## config.mk

```make
export PLATFORM = sky130hd
export DESIGN_NAME = alu_rr_sched
export DESIGN_NICKNAME = d
export VERILOG_FILES = /design/src/rtl/alu_sched_pkg.sv /design/src/rtl/rr_pick.sv /design/src/rtl/alu_rr_sched.sv
export SDC_FILE = /design/constraint.sdc
export NUM_CORES = 1
export LEC_CHECK = 0
export CAP_MARGIN = 20
export CORE_AREA = 2 2 163 165
export DETAILED_ROUTE_END_ITERATION = 8
export DIE_AREA = 0 0 165 167
export PLACE_DENSITY_LB_ADDON = 0.3
export SYNTH_ARGS = -nofsm -noshare
export SYNTH_HDL_FRONTEND = slang
export SYNTH_SLANG_ARGS = --single-unit
```

## constraint.sdc

```tcl
create_clock -name clk -period 10.65 [get_ports clk]
set_clock_uncertainty 0.2 [all_clocks]
set_input_delay 2.13 -clock clk [delete_from_list [all_inputs] [get_ports clk]]
set_output_delay 2.13 -clock clk [all_outputs]
set_load 0.01 [all_outputs]
```

## src/rtl/alu_sched_pkg.sv

```systemverilog
// Shared definitions for the round-robin ALU scheduler: state encoding, tag layout, clog2.
package alu_sched_pkg;

    typedef enum logic {
        ST_RUN   = 1'b0,
        ST_DRAIN = 1'b1
    } sched_state_e;

    // Requester id sits in the low bits of the tag; valid is the MSB.
    localparam int unsigned TAG_ID_LSB = 0;

    function automatic int unsigned tag_valid_pos(input int unsigned databits);
        return databits - 1;
    endfunction

    function automatic int unsigned clog2(input int unsigned v);
        int unsigned r;
        r = 0;
        for (int unsigned i = 0; i < 32; i++) begin
            if ((64'd1 << i) < 64'(v)) r = i + 1;
        end
        return r;
    endfunction

endpackage

```

## src/rtl/rr_pick.sv

```systemverilog
// Round-robin picker: first asserted request at or after ptr, wrapping modulo N.
module rr_pick #(
    parameter int unsigned N  = 4,
    parameter int unsigned PW = 2
) (
    input  logic [N-1:0]  req,
    input  logic [PW-1:0] ptr,
    input  logic          en,
    output logic [N-1:0]  grant
);

    logic [PW-1:0] idx;
    logic          found;

    // N is a power of two, so PW-bit wraparound implements the modulo.
    always_comb begin
        grant = '0;
        found = 1'b0;
        idx   = '0;
        for (int unsigned k = 0; k < N; k++) begin
            idx = ptr + PW'(k);
            if (en && !found && req[idx]) begin
                grant[idx] = 1'b1;
                found      = 1'b1;
            end
        end
    end

endmodule

```

## src/rtl/alu_rr_sched.sv

```systemverilog
// Round-robin scheduler feeding a shared fixed-latency ALU; tags route results back to requesters.
module alu_rr_sched
    import alu_sched_pkg::*;
#(
    parameter int unsigned NREQ     = 4,
    parameter int unsigned WIDTH    = 32,
    parameter int unsigned DATABITS = 4,
    parameter int unsigned MAX_OUT  = 8
) (
    input  logic                          clk,
    input  logic                          reset,
    input  logic [NREQ-1:0]               req_valid,
    input  logic [NREQ*WIDTH-1:0]         req_a,
    input  logic [NREQ*WIDTH-1:0]         req_b,
    input  logic [NREQ*2-1:0]             req_op,
    output logic [NREQ-1:0]               req_ready,
    input  logic                          drain,
    output logic [WIDTH-1:0]              alu_a,
    output logic [WIDTH-1:0]              alu_b,
    output logic [1:0]                    alu_op,
    output logic [DATABITS-1:0]           alu_in_databits,
    input  logic [WIDTH-1:0]              alu_res,
    input  logic [1:0]                    alu_out_op,
    input  logic [DATABITS-1:0]           alu_out_databits,
    output logic [NREQ-1:0]               rsp_valid,
    output logic [WIDTH-1:0]              rsp_res,
    output logic [1:0]                    rsp_op,
    output logic [clog2(MAX_OUT+1)-1:0]   inflight,
    output logic                          idle
);

    localparam int unsigned IDW = clog2(NREQ);
    localparam int unsigned CW  = clog2(MAX_OUT + 1);
    localparam int unsigned VB  = tag_valid_pos(DATABITS);

    sched_state_e          state_q;
    logic [IDW-1:0]        ptr_q, ptr_d;
    logic [CW-1:0]         inflight_q, inflight_d;
    logic [WIDTH-1:0]      a_q, a_d, b_q, b_d;
    logic [1:0]            op_q, op_d;
    logic [DATABITS-1:0]   tag_q, tag_d;

    logic [NREQ-1:0]       grant;
    logic                  pick_en;
    logic                  hs;
    logic [IDW-1:0]        gid;
    logic                  ret_valid;
    logic [IDW-1:0]        ret_id;
    logic                  unused_tag;

    assign pick_en = (state_q == ST_RUN) && (inflight_q < CW'(MAX_OUT)) && !reset;

    rr_pick #(
        .N  (NREQ),
        .PW (IDW)
    ) u_pick (
        .req   (req_valid),
        .ptr   (ptr_q),
        .en    (pick_en),
        .grant (grant)
    );

    assign req_ready  = grant;
    assign ret_valid  = alu_out_databits[VB];
    assign ret_id     = alu_out_databits[TAG_ID_LSB +: IDW];
    assign unused_tag = ^alu_out_databits;

    // Issue path: encode the grant, mux the winning operands, build the tag.
    always_comb begin
        hs         = |(req_valid & grant);
        gid        = '0;
        a_d        = a_q;
        b_d        = b_q;
        op_d       = op_q;
        tag_d      = '0;
        ptr_d      = ptr_q;
        for (int unsigned i = 0; i < NREQ; i++) begin
            if (grant[i]) begin
                gid  = IDW'(i);
                a_d  = req_a[i*WIDTH +: WIDTH];
                b_d  = req_b[i*WIDTH +: WIDTH];
                op_d = req_op[i*2 +: 2];
            end
        end
        if (hs) begin
            tag_d[VB]                 = 1'b1;
            tag_d[TAG_ID_LSB +: IDW]  = gid;
            ptr_d                     = gid + IDW'(1);
        end
    end

    // A handshake and a return in the same cycle cancel out.
    always_comb begin
        inflight_d = inflight_q;
        if (hs && !ret_valid) begin
            inflight_d = inflight_q + CW'(1);
        end else if (!hs && ret_valid && (inflight_q != '0)) begin
            inflight_d = inflight_q - CW'(1);
        end
    end

    always_comb begin
        rsp_valid = '0;
        for (int unsigned i = 0; i < NREQ; i++) begin
            rsp_valid[i] = ret_valid && (ret_id == IDW'(i));
        end
    end

    always_ff @(posedge clk) begin
        if (reset) begin
            state_q    <= ST_RUN;
            ptr_q      <= '0;
            inflight_q <= '0;
            a_q        <= '0;
            b_q        <= '0;
            op_q       <= '0;
            tag_q      <= '0;
        end else begin
            state_q    <= drain ? ST_DRAIN : ST_RUN;
            ptr_q      <= ptr_d;
            inflight_q <= inflight_d;
            a_q        <= a_d;
            b_q        <= b_d;
            op_q       <= op_d;
            tag_q      <= tag_d;
        end
    end

    assign alu_a           = a_q;
    assign alu_b           = b_q;
    assign alu_op          = op_q;
    assign alu_in_databits = tag_q;
    assign rsp_res         = alu_res;
    assign rsp_op          = alu_out_op;
    assign inflight        = inflight_q;
    assign idle            = (inflight_q == '0) && !tag_q[VB];

endmodule

```

## Word level (Yosys, flattened, before mapping)

Cells that the tools add are included.

- Logic and storage cells: 110
- Input port bits: 309
- Register bits: 77

- Reductions and logical operators: 35
- Bitwise gates (word level): 6
- Add/subtract/negate cells: 6
- Muxes and demuxes: 42
- Order comparisons: 9
- Equality and inequality tests: 3

Operator list:

| cell | number |
|---|---|
| $mux W32 | 8 |
| $mux W4 | 6 |
| $logic_and A1 B1 Y1 | 21 |
| $mux W1 | 14 |
| $lt A2 B3 Y1 const B | 4 |
| $mux W2 | 6 |
| $or A4 B4 Y4 | 3 |
| $bmux W1 S2 | 4 |
| $demux W1 S2 | 4 |
| $ge A2 B1 Y1 const B | 4 |
| $reduce_bool A4 Y1 | 2 |
| $logic_not A1 Y1 | 7 |
| $add A2 B1 Y2 const B | 2 |
| $add A2 B2 Y2 const B | 2 |
| $add A4 B1 Y4 const B | 1 |
| $and A4 B4 Y4 | 1 |
| $eq A2 B2 Y1 const B | 2 |
| $logic_not A4 Y1 | 1 |
| $lt A4 B4 Y1 const B | 1 |
| $reduce_or A4 Y1 | 1 |
| $sub A4 B1 Y4 const B | 1 |
| $eq A2 B1 Y1 const B | 1 |
| $logic_not A2 Y1 | 1 |
| $not A1 Y1 | 2 |
| other kinds (2) | 2 |

## Longest topological paths before layout

- Depth in word-level cells: 24
- Mapped depth: 14
- Gate-level depth less buffers: 13

## Cells and area by module

Synthesis repeated with hierarchy kept, for this count alone.

- Cell total of the unflattened synthesis: 661
- Area total of the unflattened synthesis: 5385.2 um2

By module, submodules not included:

| module | area an instance (um2) | instances | cells an instance |
|---|---|---|---|
| alu_rr_sched | 5018.6 | 1 | 618 |
| rr_pick | 366.6 | 1 | 43 |

## Worst setup path before layout

OpenSTA, ideal clock, no wires.

- Path type: input -> output
- Start: input port req_valid[3]
- End: output port req_ready[3]
- Data required time: 8.320 ns
- Stages on the path: 7
- Buffers on the path: 2
- Arrival: 3.616 ns
- Path slack: 4.704 ns
- Cells stage by stage: buf_2 -> mux4_2 -> nor2b_2 -> a22o_1 -> a21oi_4 -> buf_2 -> inv_1

- Longest elaborated chain between the ends: 16
- Elaborated cells on any way between the ends: 28
- Those cells by class: mux: 15; bitwise: 3; reduce/logical: 10

RTL lines:

| item | RTL line | source |
|---|---|---|
| start: declaration | alu_rr_sched.sv:12 | `input logic [NREQ-1:0] req_valid,` |
| $bmux W1 S2 | rr_pick.sv:22 | `if (en && !found && req[idx]) begin` |
| $mux W1 (implied by the code) | rr_pick.sv:22 |  |
| $logic_and A1 B1 Y1 | rr_pick.sv:22 |  |
| $mux W1 | rr_pick.sv:22 |  |
| $logic_not A1 Y1 | rr_pick.sv:22 |  |
| $logic_and A1 B1 Y1 (2 in a row) | rr_pick.sv:22 |  |
| $mux W1 | rr_pick.sv:22 |  |
| $logic_not A1 Y1 | rr_pick.sv:22 |  |
| $logic_and A1 B1 Y1 (2 in a row) | rr_pick.sv:22 |  |
| $mux W1 | rr_pick.sv:22 |  |
| $logic_not A1 Y1 | rr_pick.sv:22 |  |
| $logic_and A1 B1 Y1 (2 in a row) | rr_pick.sv:22 |  |
| $mux W4 (*) | rr_pick.sv:22 |  |
| end: declaration | alu_rr_sched.sv:16 | `output logic [NREQ-1:0] req_ready,` |

Mark *: on every way between the ends. The rest lies on a longest branch, timed or not. The select of a mux whose other input is x is not followed.

## Worst setup path in the final report

- Start: input port reset
- End: output port req_ready[0]

- Longest elaborated chain between the ends: 16
- Elaborated cells on any way between the ends: 22
- Those cells by class: mux: 7; bitwise: 3; reduce/logical: 12

RTL lines:

| item | RTL line | source |
|---|---|---|
| start: declaration | alu_rr_sched.sv:11 | `input logic reset,` |
| $logic_not A1 Y1 (*) | alu_rr_sched.sv:51 | `assign pick_en = (state_q == ST_RUN) && (inflight_q < CW'(MAX_OUT)) && !reset;` |
| $logic_and A1 B1 Y1 (*) | alu_rr_sched.sv:51 |  |
| $logic_and A1 B1 Y1 | rr_pick.sv:22 |  |
| $mux W1 | rr_pick.sv:22 |  |
| $logic_not A1 Y1 | rr_pick.sv:22 |  |
| $logic_and A1 B1 Y1 (2 in a row) | rr_pick.sv:22 |  |
| $mux W1 | rr_pick.sv:22 |  |
| $logic_not A1 Y1 | rr_pick.sv:22 |  |
| $logic_and A1 B1 Y1 (2 in a row) | rr_pick.sv:22 |  |
| $mux W1 | rr_pick.sv:22 |  |
| $logic_not A1 Y1 | rr_pick.sv:22 |  |
| $logic_and A1 B1 Y1 (2 in a row) | rr_pick.sv:22 |  |
| $mux W4 (*) | rr_pick.sv:22 |  |

Mark *: on every way between the ends. The rest lies on a longest branch, timed or not.

==> flow_metrics.tcl <==
set metrics [dict create \
    outcome "complete, no violations" \
    regArea_um2 1520 \
    grt_pass1_vias 5321 \
    worstPathMaxFanout 10 \
    grt_usage 0.149 \
    pre_cts_slack_ps 3690 \
    viasPerCell 4.61 \
    tightest_slew_ps 895 \
    clock.fmax_ghz 0.144 \
    yosys.area_share.simple 0.0422 \
    leakagePower_nw 3.46 \
    cp-start-kind "primary input" \
    synthFlopType "dfxtp_1" \
    netlist_area_um2 4950 \
    synth_edf_count 0 \
    min_period_ps 6920 \
    ant_nets 0 \
    core-area_um2 25800 \
    end_kind "primary output" \
    synthMuxAreaShare 0.167 \
    firstDrtPassIters 4 \
    routed_wl_um 21900 \
    cts_resized 0 \
    avgSynthCellArea_um2 9.36 \
    layout_commonest_cell "clkdlybuf4s50_1" \
    grt_overflow 0 \
    die_h_um 167 \
    synth_top_family_by_area "compound AO/OA/AOI/OAI gates" \
    tns_ps 0 \
    worst_ep_required_time_ps 8320 \
    final_cell_area_um2 8780 \
    yosys_warnings 0 \
    io_pins 426 \
    wl_per_cell_um 18.9 \
    cts.path.max_buffers 2 \
    grt_pass1_wl_um 31000 \
    fillCellCount 2667 \
    synth_xor_area_frac 0.00177 \
    drive_gt1_frac 0.0909 \
    start_util 0.192 \
    synth.distinct_cells 48 \
    port_buffers 355 \
    final_max_slew_viol_count 0 \
    rows 59 \
    drt_iter0_drc 210 \
    ys_ff_latch 76 \
    routed-via-count 5354 \
    post-cts-setup-buffers 0 \
    critPathKind "in -> out" \
    gp_congestion 0.839 \
    maxSlewHeadroom 0.403 \
    cts_hold_buffers 0 \
    utilization 0.341 \
    die-width_um 165 \
    power_density_nw_per_um2 188 \
    cts_root_buf "clkbuf_16" \
    syn-num-nets 848 \
    setup_viol 0 \
    synthCells 529 \
    final_cell_mix "clkdlybuf4s50_1, dfxtp_1, mux2i_1" \
    finalHoldViolCount 0 \
    synthArstFlopShare 0 \
    clk_pin_slew_ps 60 \
    post-dp-hpwl_um 16300 \
    htreeDepth 3 \
    synthAdderAreaFrac 0.0268 \
    cts_buffers 9 \
    maxCapViolCount 0 \
    cts.sinks 76 \
    peakVddDrop_mv 0.0853 \
    hp-class "reg -> reg" \
    grt_max_degree 71 \
    tritoncts "built" \
    ys_seq_area_frac 0.307 \
    worst_ep_arrival_time_ps 4590 \
    antenna_found_initial 2 \
    fin_nets 1139 \
    rsz0062_at_grt "false" \
    multi_input_area_um2 2870 \
    synth_compound_area_frac 0.338 \
    timing.final.crit_share 0.650 \
    drc 0 \
    worst_slack_ps 3730 \
    place_area_um2 8460 \
    clkLatencyLatePin_ps 340 \
    dieArea_um2 27600 \
    area_delta_synth_final_pct 77.3 \
]
## power breakdown
group	switching, mW	internal (mW)	total (mW)
clock	0.137	0.207	0.344
combinational	0.412	0.444	0.856
sequential	0.0628	0.391	0.454
## routing by layer
| layer | part of all wire | wire (µm) | global-route usage | up-vias |
|---|---|---|---|---|
| li1 | - | - | - | 2595 |
| met1 | 0.39 | 8600 | 0.165 | 2454 |
| met2 | 0.50 | 10900 | 0.269 | 291 |
| met3 | 0.10 | 2190 | 0.0523 | 14 |
| met4 | 0.013 | 288 | 0.0344 | 0 |
| met5 | 0 | 0 | 0 | - |
## critical path: stages
cell             delay, ps
clkdlybuf4s50_1        610
or3_1                  560
a21oi_2                420
a21oi_1                240
inv_1                   90
clkdlybuf4s50_1        530
## cells by family (layout without fill, tap and decap cells)
| kind of cell | Yosys count | in the layout |
|---|---|---|
| compound gates | 232 | 232 |
| simple gates | 39 | 39 |
| fa+ha+maj | 10 | 10 |
| flops | 76 | 76 |
| mux | 77 | 77 |
| xor+xnor | 1 | 1 |
| buf+inv | 93 | 389 |
| other cells | 1 | 3 |
## flip-flops by register name, summed over array words and instances (netlist names)
signal and count:
inflight 4, state_q 1, ptr_q 2, alu_a 32
alu_op 2, alu_in_databits 3, alu_b 32
## stage by stage
step	std cells	hold WS [ps]	power (mW)
after global placement	1144	318	1.33
final	1162	331	1.65
after global routing	1161	374	1.76
after CTS	1160	331	1.68
after floorplan	529	341	0.910
after detailed placement	1144	320	1.32
## cell type report
| type | instances | area share |
|---|---|---|
| multi-input combinational | 360 | 0.326 |
| antenna | 2 | 0.000570 |
| sequential | 76 | 0.173 |
| tap | 335 | 0.0477 |
| clock inverter | 5 | 0.00969 |
| clock buffer | 11 | 0.0265 |
| inverter | 10 | 0.00427 |
| timing repair buffer | 363 | 0.412 |
## path summary, 6_finish.rpt
| path | slack [ps] | to | depth (start not counted) | from |
|---|---|---|---|---|
| setup / recovery | 3730 | req_ready[0] | 6 | reset |
| hold / removal | 330 | alu_a[17]$_SDFFE_PP0P_ | 2 | alu_a[17]$_SDFFE_PP0P_ |
| setup reg to reg | 5590 | alu_b[17]$_SDFFE_PP0P_ | 11 | ptr_q[0]$_SDFFE_PP0N_ |
| hold reg to reg | 330 | alu_a[17]$_SDFFE_PP0P_ | 2 | alu_a[17]$_SDFFE_PP0P_ |
## cell usage after synthesis, types with 3 or more instances
master | n | area, µm²
a211oi_1 | 36 | 270
a211oi_2 | 31 | 388
a21oi_1 | 7 | 35.0
a21oi_2 | 7 | 61.3
a22o_1 | 4 | 35.0
a22oi_1 | 4 | 30.0
buf_2 | 17 | 85.1
buf_4 | 43 | 323
buf_6 | 5 | 56.3
clkbuf_1 | 15 | 56.3
dfxtp_1 | 76 | 1520
ha_1 | 9 | 113
inv_1 | 8 | 30.0
mux2i_1 | 71 | 711
mux4_2 | 4 | 90.1
nand2_1 | 11 | 41.3
nand3_1 | 6 | 30.0
nand3b_1 | 4 | 30.0
nor2_1 | 5 | 18.8
nor2b_1 | 3 | 18.8
o21ai_0 | 33 | 165
o21ai_1 | 35 | 175
o22ai_1 | 66 | 413
(Power assumes the default switching activity.)
